==> src/rtl/link_stat_pkg.sv <==
// link_stat_pkg: shared definitions for the link supervision block.
//   - link_state_t : 3-bit link state codes seen on link_state
//   - FC_*         : first-fault cause codes seen on fault_code ({err, brk})
//   - CNT_W/STAT_W : debounce/timer counter width and statistics width
//   - sat_inc      : saturating increment used by the fault statistics
package link_stat_pkg;

   localparam int CNT_W  = 16;
   localparam int STAT_W = 8;

   typedef enum logic [2:0] {
      ST_IDLE     = 3'd0,
      ST_ACQUIRE  = 3'd1,
      ST_LOCKED   = 3'd2,
      ST_DEGRADED = 3'd3,
      ST_FAULT    = 3'd4
   } link_state_t;

   localparam logic [1:0] FC_NONE = 2'b00;
   localparam logic [1:0] FC_BRK  = 2'b01;
   localparam logic [1:0] FC_ERR  = 2'b10;
   localparam logic [1:0] FC_BOTH = 2'b11;

   // Increment by one when en is set, sticking at all-ones.
   function automatic logic [STAT_W-1:0] sat_inc(input logic [STAT_W-1:0] v,
                                                 input logic              en);
      return (en && (v != '1)) ? v + STAT_W'(1) : v;
   endfunction

endpackage

==> src/rtl/deb_filter.sv <==
// deb_filter: single-flag debouncer.
// The filtered output follows the raw input only after DEB_CYC consecutive
// samples disagree with it; any agreeing sample restarts the count.
// Ports:
//   clk_20M - 20 MHz clock
//   clr     - asynchronous active-high reset (dout and counter to 0)
//   din     - raw flag, synchronous to clk_20M
//   dout    - filtered flag
module deb_filter
   import link_stat_pkg::*;
#(
   parameter int DEB_CYC = 20
) (
   input  logic clk_20M,
   input  logic clr,
   input  logic din,
   output logic dout
);

   localparam logic [CNT_W-1:0] LIM = CNT_W'(DEB_CYC - 1);

   logic [CNT_W-1:0] cnt;

   always_ff @(posedge clk_20M or posedge clr) begin
      if (clr) begin
         cnt  <= '0;
         dout <= 1'b0;
      end else if (din == dout) begin
         cnt <= '0;
      end else if (cnt == LIM) begin
         // DEB_CYC-th mismatching sample: accept the new level
         dout <= din;
         cnt  <= '0;
      end else begin
         cnt <= cnt + CNT_W'(1);
      end
   end

endmodule

==> src/rtl/link_stat_fsm.sv <==
// link_stat_fsm: link supervision for the rxd frequency detector flags.
// Debounces lock_stat/pulse_err/phaselock_brk, runs the IDLE/ACQUIRE/LOCKED/
// DEGRADED/FAULT state machine, latches the first fault cause and keeps
// saturating fault statistics.
// Optional build macro: LINK_STAT_IRQ_EN enables the link_irq event pulse;
// without it link_irq is constant 0.
// Ports:
//   clk_20M       - 20 MHz clock
//   clr           - asynchronous active-high reset
//   lock_stat     - 1 MHz lock flag
//   pulse_err     - out-of-band pulse flag
//   phaselock_brk - wire-break flag
//   fault_clr     - single-cycle fault acknowledge
//   link_state    - state code (IDLE=0 .. FAULT=4)
//   link_ok       - high only in LOCKED
//   fault_code    - first fault cause {err, brk}
//   err_cnt       - saturating count of FAULT entries with pulse error
//   brk_cnt       - saturating count of FAULT entries with break
//   link_irq      - one-cycle event pulse (FAULT entry / LOCKED exit)
module link_stat_fsm
   import link_stat_pkg::*;
#(
   parameter int DEB_CYC     = 20,
   parameter int LOCK_HOLD   = 2000,
   parameter int ACQ_TIMEOUT = 20000
) (
   input  logic              clk_20M,
   input  logic              clr,
   input  logic              lock_stat,
   input  logic              pulse_err,
   input  logic              phaselock_brk,
   input  logic              fault_clr,
   output logic [2:0]        link_state,
   output logic              link_ok,
   output logic [1:0]        fault_code,
   output logic [STAT_W-1:0] err_cnt,
   output logic [STAT_W-1:0] brk_cnt,
   output logic              link_irq
);

   localparam logic [CNT_W-1:0] HOLD_LIM = CNT_W'(LOCK_HOLD - 1);
   localparam logic [CNT_W-1:0] TO_LIM   = CNT_W'(ACQ_TIMEOUT - 1);

   // flag order: [0] lock, [1] pulse error, [2] break
   logic [2:0] raw, filt;
   logic       lock_f, err_f, brk_f;

   assign raw    = {phaselock_brk, pulse_err, lock_stat};
   assign lock_f = filt[0];
   assign err_f  = filt[1];
   assign brk_f  = filt[2];

   for (genvar i = 0; i < 3; i++) begin : g_deb
      deb_filter #(.DEB_CYC(DEB_CYC)) u_deb (
         .clk_20M (clk_20M),
         .clr     (clr),
         .din     (raw[i]),
         .dout    (filt[i])
      );
   end

   link_state_t      state;
   logic [CNT_W-1:0] hold_cnt;
   logic [CNT_W-1:0] to_cnt;

   assign link_state = state;

   always_ff @(posedge clk_20M or posedge clr) begin
      if (clr) begin
         state      <= ST_IDLE;
         link_ok    <= 1'b0;
         fault_code <= FC_NONE;
         err_cnt    <= '0;
         brk_cnt    <= '0;
         hold_cnt   <= '0;
         to_cnt     <= '0;
      end else if ((state != ST_FAULT) && (brk_f || err_f)) begin
         // fault has priority over every other transition
         state      <= ST_FAULT;
         link_ok    <= 1'b0;
         fault_code <= {err_f, brk_f};
         err_cnt    <= sat_inc(err_cnt, err_f);
         brk_cnt    <= sat_inc(brk_cnt, brk_f);
         hold_cnt   <= '0;
         to_cnt     <= '0;
      end else begin
         case (state)
            ST_IDLE: begin
               state    <= ST_ACQUIRE;
               hold_cnt <= '0;
               to_cnt   <= '0;
            end
            ST_ACQUIRE: begin
               // lock checked first so it wins a same-cycle timeout
               if (lock_f && (hold_cnt == HOLD_LIM)) begin
                  state   <= ST_LOCKED;
                  link_ok <= 1'b1;
               end else if (to_cnt == TO_LIM) begin
                  state <= ST_DEGRADED;
               end else begin
                  hold_cnt <= lock_f ? hold_cnt + CNT_W'(1) : '0;
                  to_cnt   <= to_cnt + CNT_W'(1);
               end
            end
            ST_LOCKED: begin
               if (!lock_f) begin
                  state   <= ST_DEGRADED;
                  link_ok <= 1'b0;
               end
            end
            ST_DEGRADED: begin
               if (lock_f) begin
                  state    <= ST_ACQUIRE;
                  hold_cnt <= '0;
                  to_cnt   <= '0;
               end
            end
            ST_FAULT: begin
               // acknowledge only honoured once both fault flags are clean
               if (fault_clr && !brk_f && !err_f) begin
                  state      <= ST_IDLE;
                  fault_code <= FC_NONE;
               end
            end
            default: begin
               state   <= ST_IDLE;
               link_ok <= 1'b0;
            end
         endcase
      end
   end

`ifdef LINK_STAT_IRQ_EN
   // Event is seen the cycle after the state edge, so the pulse lands on the
   // following edge; a LOCKED->FAULT step is one event, hence one pulse.
   link_state_t prev_state;

   always_ff @(posedge clk_20M or posedge clr) begin
      if (clr) begin
         prev_state <= ST_IDLE;
         link_irq   <= 1'b0;
      end else begin
         prev_state <= state;
         link_irq   <= ((state == ST_FAULT) && (prev_state != ST_FAULT)) ||
                       ((prev_state == ST_LOCKED) && (state != ST_LOCKED));
      end
   end
`else
   assign link_irq = 1'b0;
`endif

endmodule

==> config.mk <==
export PLATFORM = sky130hd
export DESIGN_NAME = link_stat_fsm
export DESIGN_NICKNAME = d
export VERILOG_FILES = /design/src/rtl/link_stat_pkg.sv /design/src/rtl/deb_filter.sv /design/src/rtl/link_stat_fsm.sv
export SDC_FILE = /design/constraint.sdc
export NUM_CORES = 1
export LEC_CHECK = 0
export ABC_CLOCK_PERIOD_IN_PS = 3960
export BUFFER_PORTS_ARGS = -buffer_cell sky130_fd_sc_hd__buf_2
export CAP_MARGIN = 30
export CORE_ASPECT_RATIO = 1.1
export CORE_MARGIN = 1
export CORE_UTILIZATION = 55
export CTS_CLUSTER_SIZE = 10
export DETAILED_ROUTE_END_ITERATION = 8
export PLACE_DENSITY = 0.76
export SKIP_LAST_GASP = 1
export SLEW_MARGIN = 25
export SYNTH_ARGS = -nofsm -noshare
export SYNTH_HDL_FRONTEND = slang
export SYNTH_SLANG_ARGS = --single-unit
==> constraint.sdc <==
create_clock -name clk_20M -period 3.96 [get_ports clk_20M]
set_input_delay 0.396 -clock clk_20M [delete_from_list [all_inputs] [get_ports clk_20M]]
set_output_delay 0.396 -clock clk_20M [all_outputs]
set_load 0.1 [all_outputs]
==> results.json, run 1 <==
{
  "dieHeight_um": 106,
  "syn_nets": 583,
  "hold_ws_ps": 161,
  "outcome": "finished clean",
  "setup_slack_ps": 1230,
  "track_usage_pct": 23.7,
  "cap_violations": 0,
  "clkSlewWorstSetupHoldPaths_ps": 110,
  "dpl_worst_slack_ps": 1340,
  "drc": 0,
  "seqPwrFrac_pct": 50.7,
  "ys_ff_latch": 105,
  "clock_skew_ps": 16.4,
  "finalSetupTns_ps": 0,
  "coreArea_um2": 9440,
  "gp_congestion": 0.896,
  "maxSlewHeadroom_pct": 48.2,
  "grt_max_degree": 90,
  "clock_latency_ps": 380,
  "tightest_slew_ps": 778,
  "cts-root-buf": "clkbuf_8",
  "cp_data_arrival_time_ps": 3040,
  "grt_pass1_vias": 4233,
  "ctsResizeCount": 0,
  "num_antenna_cells": 0,
  "clkPwrFrac_pct": 27.1,
  "async_flop_share_pct": 100,
  "final_nets": 606,
  "yosysSeqAreaShare_pct": 48.7,
  "cts_max_path_buffers": 2,
  "critPathLaunchType": "flip-flop",
  "period_share_pct": 68.9,
  "routed_wl_um": 10900,
  "crit_fanout": 15,
  "syn_to_final_growth_pct": 7.65,
  "synth-edff-count": 0,
  "antenna_found_initial": 0,
  "first_iter_violations": 294,
  "hpwl_um": 7520,
  "ys_types": 55,
  "synth_top_area_share_pct": 48.7,
  "internal_power_mw": 1.48,
  "p_sw_share_pct": 37.9,
  "start_util_pct": 57.2,
  "htreeDepth": 3,
  "io_pins": 29,
  "synth_top_cell_by_area": "dfrtp_1",
  "dieArea_um2": 10200,
  "antenna_left": 0,
  "cp.required_ps": 4270,
  "p_switching_mw": 0.903,
  "crit_type": "flip-flop to flip-flop",
  "p_leak_nw": 2.53,
  "grt_setup_unrepaired": "false",
  "synth_flop_cell": "dfrtp_1",
  "peakVddDrop_mv": 0.592,
  "cts_buffers": 9,
  "synthTopCellsByArea": "dfrtp_1 (49%), nor2_1 (5.1%), xnor2_1 (4.9%)",
  "die_w_um": 96.5,
  "p_comb_share_pct": 22.2,
  "finalMaxSlewViolations": 0,
  "fmax_mhz": 367,
  "finalSetupViolCount": 0,
  "avgSynthCellArea_um2": 9.47,
  "avgViaCountPerCell": 6.01,
  "dr.pass1.iters": 4,
  "cp-end-kind": "flip-flop",
  "synthCells": 570,
  "wl_per_cell_um": 15.3,
  "layout-drive-gt1-share_pct": 10.0,
  "finalHoldViolations": 0,
  "gr-total-overflow": 0,
  "num_vias": 4294,
  "io_buffer_count": 27,
  "cts_num_sinks": 105,
  "hold_class": "input port to async pin",
  "power_density_nw_per_um2": 410,
  "postCtsSetupBuffers": 0,
  "yosysWarnings": 0,
  "cts_tree": "built",
  "period_minus_slack_ps": 2730,
  "ctsHoldBuffers": 0,
  "synth_area_um2": 5400,
  "std_cell_rows": 37,
  "grt_pass1_wl_um": 19200
}
## through the flow
stage	instances	utilization (%)	power (mW)	instance area, µm²
2_1_floorplan	570	-	1.67	5400
3_3_place_gp	699	59.5	1.75	5620
3_5_place_dp	699	59.6	1.76	5630
4_1_cts	715	61.5	2.41	5810
5_1_grt	715	61.5	2.48	5810
6_report	715	61.5	2.38	5810
## flip-flops by register name, indices dropped and copies added, names as in the netlist
register and count:
g_deb.u_deb.cnt 48, err_cnt 8, fault_code 2, to_cnt 16
link_ok 1, g_deb.u_deb.dout 3, brk_cnt 8, link_state 3
hold_cnt 16
## cell usage in the layout, fill, tap and decap left out, types with 3 or more instances in the layout
| cell type | Yosys | routed |
|---|---|---|
| buf_4 | 2 | 3 |
| o31ai_1 | 5 | 5 |
| or2_2 | 3 | 3 |
| xor2_1 | 29 | 29 |
| o211ai_1 | 11 | 11 |
| nor4b_1 | 3 | 3 |
| clkbuf_8 | 0 | 10 |
| buf_2 | 0 | 27 |
| nand2_1 | 48 | 48 |
| or3_1 | 4 | 4 |
| xnor2_1 | 30 | 30 |
| dfrtp_1 | 105 | 105 |
| nor2_1 | 73 | 73 |
| and3_1 | 17 | 17 |
| ha_1 | 7 | 7 |
| nor3_1 | 18 | 18 |
| a31oi_1 | 6 | 6 |
| a41oi_1 | 4 | 4 |
| nand4_1 | 28 | 28 |
| and2_1 | 4 | 4 |
| a21oi_1 | 13 | 13 |
| mux2_2 | 5 | 5 |
| nor4_1 | 10 | 10 |
| or4_1 | 9 | 9 |
| inv_1 | 17 | 16 |
| inv_6 | 0 | 3 |
| o21ai_0 | 14 | 14 |
| nand3_1 | 50 | 50 |
| mux2i_1 | 3 | 3 |
## power groups by stage
stage               sequential (mW)  clock (mW)  combinational [mW]
floorplan                      1.53           0               0.137
global placement               1.22           0               0.528
detailed placement             1.23           0               0.532
CTS                            1.21       0.669               0.534
global route                   1.22       0.704               0.559
finish                         1.21       0.645               0.529
## synthesized netlist by cell type, types with 3 or more instances
library cell	instances
a21oi_1	13
a31oi_1	6
a41oi_1	4
and2_1	4
and3_1	17
clkbuf_1	15
dfrtp_1	105
ha_1	7
inv_1	17
mux2_2	5
mux2i_1	3
nand2_1	48
nand3_1	50
nand4_1	28
nor2_1	73
nor3_1	18
nor4_1	10
nor4b_1	3
o211ai_1	11
o21ai_0	14
o31ai_1	5
or2_2	3
or3_1	4
or4_1	9
xnor2_1	30
xor2_1	29
## per-layer routing
layer  up-vias  part of all wire, %  track usage, %
met5         -                    0               0
met4         0                  1.7            8.82
met3        19                  3.8            5.44
met2        83                   50            38.2
met1      2105                   45            30.9
li1       2087                    -               -
## final cells by class
cell class	instances	area (µm²)
clock buffer	10	138
clock inverter	6	48.8
fill	801	3630
inverter	17	68.8
multi-input combinational	430	2630
sequential	105	2630
tap	117	146
timing repair buffer	30	158
## worst max-delay path, stage by stage, from the launching register on
cell     delay, ps
dfrtp_1        400
ha_1           220
and4_1         260
nand4_1        600
o41a_1         500
o21ai_1        460
a22o_1         220
## final timing paths
path                                       startpoint                    end  slack (ps)  cells past startpoint
worst min-delay path                              clr  g_deb[0].u_deb.cnt[8]         160                      2
worst max-delay path                        to_cnt[0]           hold_cnt[12]        1230                      6
worst max register to register              to_cnt[0]           hold_cnt[12]        1230                      6
min in group clk_20M                        fault_clr          link_state[2]         250                      2
worst min register to register  g_deb[2].u_deb.cnt[0]  g_deb[2].u_deb.cnt[0]         500                      1
max in group asynchronous                         clr  g_deb[2].u_deb.cnt[5]        3050                      3
## logic make-up after synthesis
| logic type | count (synthesis) | synth area share (%) |
|---|---|---|
| buffers and inverters | 35 | 2.71 |
| other | 1 | 0.0695 |
| XOR/XNOR | 59 | 9.57 |
| flip-flops | 105 | 48.7 |
| AND/OR/NAND/NOR | 281 | 26.3 |
| multiplexers | 8 | 1.60 |
| adder cells (fa/ha/maj) | 7 | 1.62 |
| AO/OA/AOI/OAI | 74 | 9.48 |
Power figures use the tool's default switching activity.
==> run 2: changes to the inputs <==
--- a/config.mk
+++ b/config.mk
@@ -5,7 +5,7 @@
 export SDC_FILE = /design/constraint.sdc
 export NUM_CORES = 1
 export LEC_CHECK = 0
-export ABC_CLOCK_PERIOD_IN_PS = 3960
+export ABC_CLOCK_PERIOD_IN_PS = 2200
 export BUFFER_PORTS_ARGS = -buffer_cell sky130_fd_sc_hd__buf_2
 export CAP_MARGIN = 30
 export CORE_ASPECT_RATIO = 1.1
@@ -13,7 +13,7 @@
 export CORE_UTILIZATION = 55
 export CTS_CLUSTER_SIZE = 10
 export DETAILED_ROUTE_END_ITERATION = 8
-export PLACE_DENSITY = 0.76
+export PLACE_DENSITY = 0.79
 export SKIP_LAST_GASP = 1
 export SLEW_MARGIN = 25
 export SYNTH_ARGS = -nofsm -noshare
==> constraint.sdc (replaced) <==
create_clock -name clk_20M -period 2.2 [get_ports clk_20M]
set_input_delay 0.22 -clock clk_20M [delete_from_list [all_inputs] [get_ports clk_20M]]
set_output_delay 0.22 -clock clk_20M [all_outputs]
set_load 0.1 [all_outputs]
==> run 2 against run 1 <==
  * Sequential share of layout area down 2.3 points
  * Cell area grew 5.6%
  * Worst hold slack worse by 120 ps
  * Power is 87% higher
  * Core utilization grew 3.5 points
  * Sequential power up 80%
  * Clock power up 100%
  * Flip-flop and latch count did not move
  * Combinational power up 86%
  * First-iteration DRC count fell by 8.2%
  * Critical endpoint is now hold_cnt[6]
  * Highest routed layer unchanged
==> results.json, run 2 (synthesis gave the netlist of run 1 again) <==
{
  "outcome": "finished clean",
  "dr.pass1.iters": 5,
  "layout-drive-gt1-share_pct": 15.7,
  "power_density_nw_per_um2": 726,
  "final_common_cell": "dfrtp_1",
  "crit_fanout": 7,
  "io_pins": 29,
  "avgViaCountPerCell": 5.97,
  "gr-total-overflow": 0,
  "start_util_pct": 57.2,
  "finalMaxSlewViolations": 0,
  "syn_to_final_growth_pct": 13.7,
  "finalHoldViolations": 0,
  "place_inst": 727,
  "cap_violations": 0,
  "finalSetupViolCount": 0,
  "regMostFlops": "g_deb.u_deb.cnt",
  "reg.largest.list": "g_deb.u_deb.cnt (48), hold_cnt (16), to_cnt (16)",
  "placed_cell_area_um2": 5870,
  "cp.required_ps": 2480,
  "grt_max_degree": 34,
  "peakVddDrop_mv": 0.928,
  "dieHeight_um": 106,
  "num_antenna_cells": 0,
  "htreeDepth": 3,
  "r2r_cells": 6,
  "fmax_mhz": 460,
  "io_buffer_count": 27,
  "clock_latency_ps": 390,
  "period_minus_slack_ps": 2170,
  "dpl_worst_slack_ps": -0.456,
  "cp-end-kind": "flip-flop",
  "track_usage_pct": 25.4,
  "tightest_slew_ps": 695,
  "final_area_um2": 6140,
  "hold_class": "input port to flip-flop",
  "coreArea_um2": 9440,
  "cts_tree": "built",
  "crit_type": "flip-flop to flip-flop",
  "first_iter_violations": 270,
  "wl_per_cell_um": 15.9,
  "routed_wl_um": 11800,
  "antenna_left": 0,
  "antenna_found_initial": 0,
  "hold_depth": 2,
  "cts-root-buf": "clkbuf_8",
  "cts_num_sinks": 105,
  "maxSlewHeadroom_pct": 53.5,
  "cp_data_arrival_time_ps": 2450,
  "drc": 0,
  "std_cell_rows": 37,
  "fin_cells": 747,
  "gp_congestion": 0.886,
  "cts_buffers": 9,
  "grt_pass1_vias": 4462,
  "final_cell_mix": "dfrtp_1 (100), nor2_1 (73), nand3_1 (49), nand2_1 (48)",
  "die_w_um": 96.5,
  "critPathLaunchType": "flip-flop",
  "num_vias": 4457,
  "final_nets": 638,
  "grt_setup_unrepaired": "true",
  "setup_slack_ps": 27.0,
  "largest_reg_flops": 48,
  "clock_skew_ps": 19.3,
  "clkSlewWorstSetupHoldPaths_ps": 120,
  "period_share_pct": 98.8,
  "p_leak_nw": 2.71,
  "dieArea_um2": 10200,
  "hpwl_um": 8500,
  "grt_pass1_wl_um": 20300,
  "cts_max_path_buffers": 2
}
==> run 2: metal layers <==
metal | global-route usage (%) | part of all wire, % | up-vias
li1 | - | - | 2145
met1 | 31.6 | 44 | 2209
met2 | 43.9 | 51 | 91
met3 | 3.43 | 2.9 | 12
met4 | 10.1 | 1.6 | 0
met5 | 0 | 0 | -
==> run 2: path summary, 6_finish.rpt <==
path	start	to	slack [ps]
max	hold_cnt[11]	hold_cnt[6]	30
min	fault_clr	link_state[2]	50
max reg2reg	hold_cnt[11]	hold_cnt[6]	30
min reg2reg	g_deb[0].u_deb.cnt[0]	g_deb[0].u_deb.cnt[0]	500
max in group asynchronous	clr	hold_cnt[13]	1050
min in group asynchronous	clr	g_deb[2].u_deb.cnt[1]	500
==> run 2: power by group <==
part	leakage (nW)	switching (mW)	internal (mW)	total [mW]
registers	1.43	0.137	2.04	2.18
logic	1.17	0.800	0.185	0.986
clock network	0.111	0.733	0.560	1.29
==> run 2: cell type report <==
class	instances	area [µm²]
Tap cell	117	146
Inverter	17	67.6
Timing Repair Buffer	62	433
Clock buffer	9	124
Clock inverter	7	95.1
Fill cell	769	3300
Multi-Input combinational cell	430	2640
Sequential cell	105	2630
==> run 2: stage by stage <==
stage | hold slack [ps] | total power [mW] | util [%] | setup TNS [ps]
global placement | 355 | 3.18 | 62.1 | 0
CTS | 33.2 | 4.49 | 64.7 | 0
floorplan | 328 | 3.00 | - | 0
detailed placement | 365 | 3.20 | 62.1 | -0.456
global route | 52.2 | 4.63 | 65.0 | -235
finish | 45.3 | 4.46 | 65.0 | 0
==> run 2: worst max-delay path, stage by stage, from the launching register on <==
cell and delay, ps:
dfrtp_1 390, or4_4 540, or4_4 610, buf_6 160, nand4_1 100, o221ai_2 90, a22o_1 190
==> run 2: timing repair <==
action,in CTS,in global routing
hold buffers,1,0
endpoints found under the hold margin,26,0
endpoints found under the setup margin,3,22
cloned,0,0
pin swaps,1,5
buffers inserted,1,3
resized for setup,3,2
==> run 3: changes to the inputs <==
--- a/config.mk
+++ b/config.mk
@@ -13,7 +13,7 @@
 export CORE_UTILIZATION = 55
 export CTS_CLUSTER_SIZE = 10
 export DETAILED_ROUTE_END_ITERATION = 8
-export PLACE_DENSITY = 0.79
+export PLACE_DENSITY = 0.76
 export SKIP_LAST_GASP = 1
 export SLEW_MARGIN = 25
 export SYNTH_ARGS = -nofsm -noshare
==> run 3 against run 2 <==
  * The run now ends with setup timing left
  * Sequential share of layout area rose by 0.71 points
  * Wire length decreased by 3.1%
  * Clock power down 15%
  * Power is 4.7% lower
  * Register-to-register slack got worse by 80 ps
  * First-iteration DRC count is 14% lower
  * Combinational power fell by 0.7%
  * Die area stayed put
  * Largest cell class is now flip-flops and latches
==> results.json, run 3 (synthesis gave the netlist of run 1 again) <==
{
  "outcome": "finished with violations",
  "violations": "setup timing",
  "avgViaCountPerCell": 6.08,
  "routed_wl_um": 11500,
  "syn_to_final_growth_pct": 11.9,
  "final_nets": 629,
  "power_density_nw_per_um2": 703,
  "grt_max_degree": 49,
  "num_antenna_cells": 0,
  "track_usage_pct": 24.2,
  "coreArea_um2": 9440,
  "final-seq-area_um2": 2630,
  "crit_fanout": 12,
  "hpwl_um": 8060,
  "finalMaxSlewViolations": 0,
  "nFillCells": 789,
  "layout-drive-gt1-share_pct": 14.3,
  "std_cell_rows": 37,
  "maxSlewHeadroom_pct": 62.1,
  "start_util_pct": 57.2,
  "cap_violations": 0,
  "grt_pass1_vias": 4292,
  "regMostFlops": "g_deb.u_deb.cnt",
  "largest_reg_flops": 48,
  "cp-end-kind": "flip-flop",
  "dr.pass1.iters": 5,
  "final_common_cell": "dfrtp_1",
  "wl_per_cell_um": 15.6,
  "die_w_um": 96.5,
  "clock_latency_ps": 380,
  "grt_setup_unrepaired": "true",
  "setup_slack_ps": -55.2,
  "p_leak_nw": 2.65,
  "finalSetupViolCount": 3,
  "drc": 0,
  "dieHeight_um": 106,
  "cp_data_arrival_time_ps": 2520,
  "gp_congestion": 0.933,
  "peakVddDrop_mv": 0.971,
  "io_buffer_count": 27,
  "utilization_pct": 64.0,
  "final_cell_mix": "dfrtp_1 (100), nor2_1 (73), nand3_1 (49), nand2_1 (48), xnor2_1 (30)",
  "antenna_found_initial": 0,
  "multi_input_area_um2": 2630,
  "first_iter_violations": 233,
  "grt_pass1_wl_um": 19300,
  "power.total_mw": 4.25,
  "fmax_mhz": 443,
  "clock_skew_ps": 19.1,
  "cts_tree": "built",
  "hold_class": "input port to flip-flop",
  "antenna_left": 0,
  "period_minus_slack_ps": 2260,
  "cts_max_path_buffers": 2,
  "cp.required_ps": 2460,
  "period_share_pct": 103,
  "gr-total-overflow": 0,
  "io_pins": 29,
  "dieArea_um2": 10200,
  "num_vias": 4485,
  "clkSlewWorstSetupHoldPaths_ps": 110,
  "cts_num_sinks": 105,
  "cts-root-buf": "clkbuf_8",
  "crit_type": "flip-flop to flip-flop",
  "critPathLaunchType": "flip-flop",
  "tightest_slew_ps": 566,
  "finalHoldViolations": 0,
  "htreeDepth": 3,
  "cts_buffers": 9,
  "reg.largest.list": "g_deb.u_deb.cnt (48), hold_cnt (16), to_cnt (16)"
}
run 3: through the flow:
step | setup slack [ps] | cells | instance area, µm² | TNS, ps | hold slack [ps]
finish | -55.2 | 738 | 6040 | -113 | 45.9
global route | -109 | 738 | 6040 | -578 | 52.7
CTS | -41.2 | 735 | 6000 | -75.9 | 28.3
detailed placement | -48.3 | 718 | 5810 | -138 | 285
global placement | -3.28 | 718 | 5810 | -3.28 | 286
floorplan | 5.61 | 570 | 5410 | 0 | 328
run 3: final cells by class:
type                       count  area share, %
timing repair buffer          53           6.42
tap                          117           2.42
clock inverter                 6          0.704
clock buffer                  10           2.11
inverter                      17           1.12
multi-input combinational    430           43.6
sequential                   105           43.6
run 3: worst max-delay path, cell delays in order (launching register included):
cell	delay, ps
dfrtp_1	390
or4_1	560
or4_4	650
nand2_4	180
nor4_1	80
a211o_1	290
run 3: timing repair:
item | in CTS | in global routing
gates cloned | 0 | 1
endpoints found under the hold margin | 19 | 0
buffers inserted | 0 | 2
gates resized for setup | 1 | 2
hold buffers | 1 | 0
setup endpoints to repair | 8 | 19
run 3: power by group:
part | internal, mW | leakage, nW | switching, mW
Sequential | 2.04 | 1.43 | 0.131
Combinational | 0.183 | 1.14 | 0.796
Clock | 0.417 | 0.0831 | 0.681
run 3: path summary, 6_finish.rpt:
| check | start | end | slack (ps) | cells past startpoint |
|---|---|---|---|---|
| max in group asynchronous | clr | link_state[0] | 1150 | 4 |
| max | hold_cnt[11] | hold_cnt[3] | -60 | 5 |
| max reg2reg | hold_cnt[11] | hold_cnt[3] | -60 | 5 |
| min in group asynchronous | clr | g_deb[2].u_deb.cnt[5] | 420 | 3 |
| min | fault_clr | link_state[2] | 50 | 2 |
| min reg2reg | brk_cnt[5] | brk_cnt[5] | 490 | 1 |
run 3: routing by layer:
| layer | part of all wire [%] | vias to the layer above | global-route usage [%] |
|---|---|---|---|
| li1 | - | 2150 | - |
| met1 | 45 | 2200 | 31.1 |
| met2 | 50 | 114 | 40.4 |
| met3 | 3.7 | 21 | 3.93 |
| met4 | 1.7 | 0 | 9.56 |
| met5 | 0 | - | 0 |
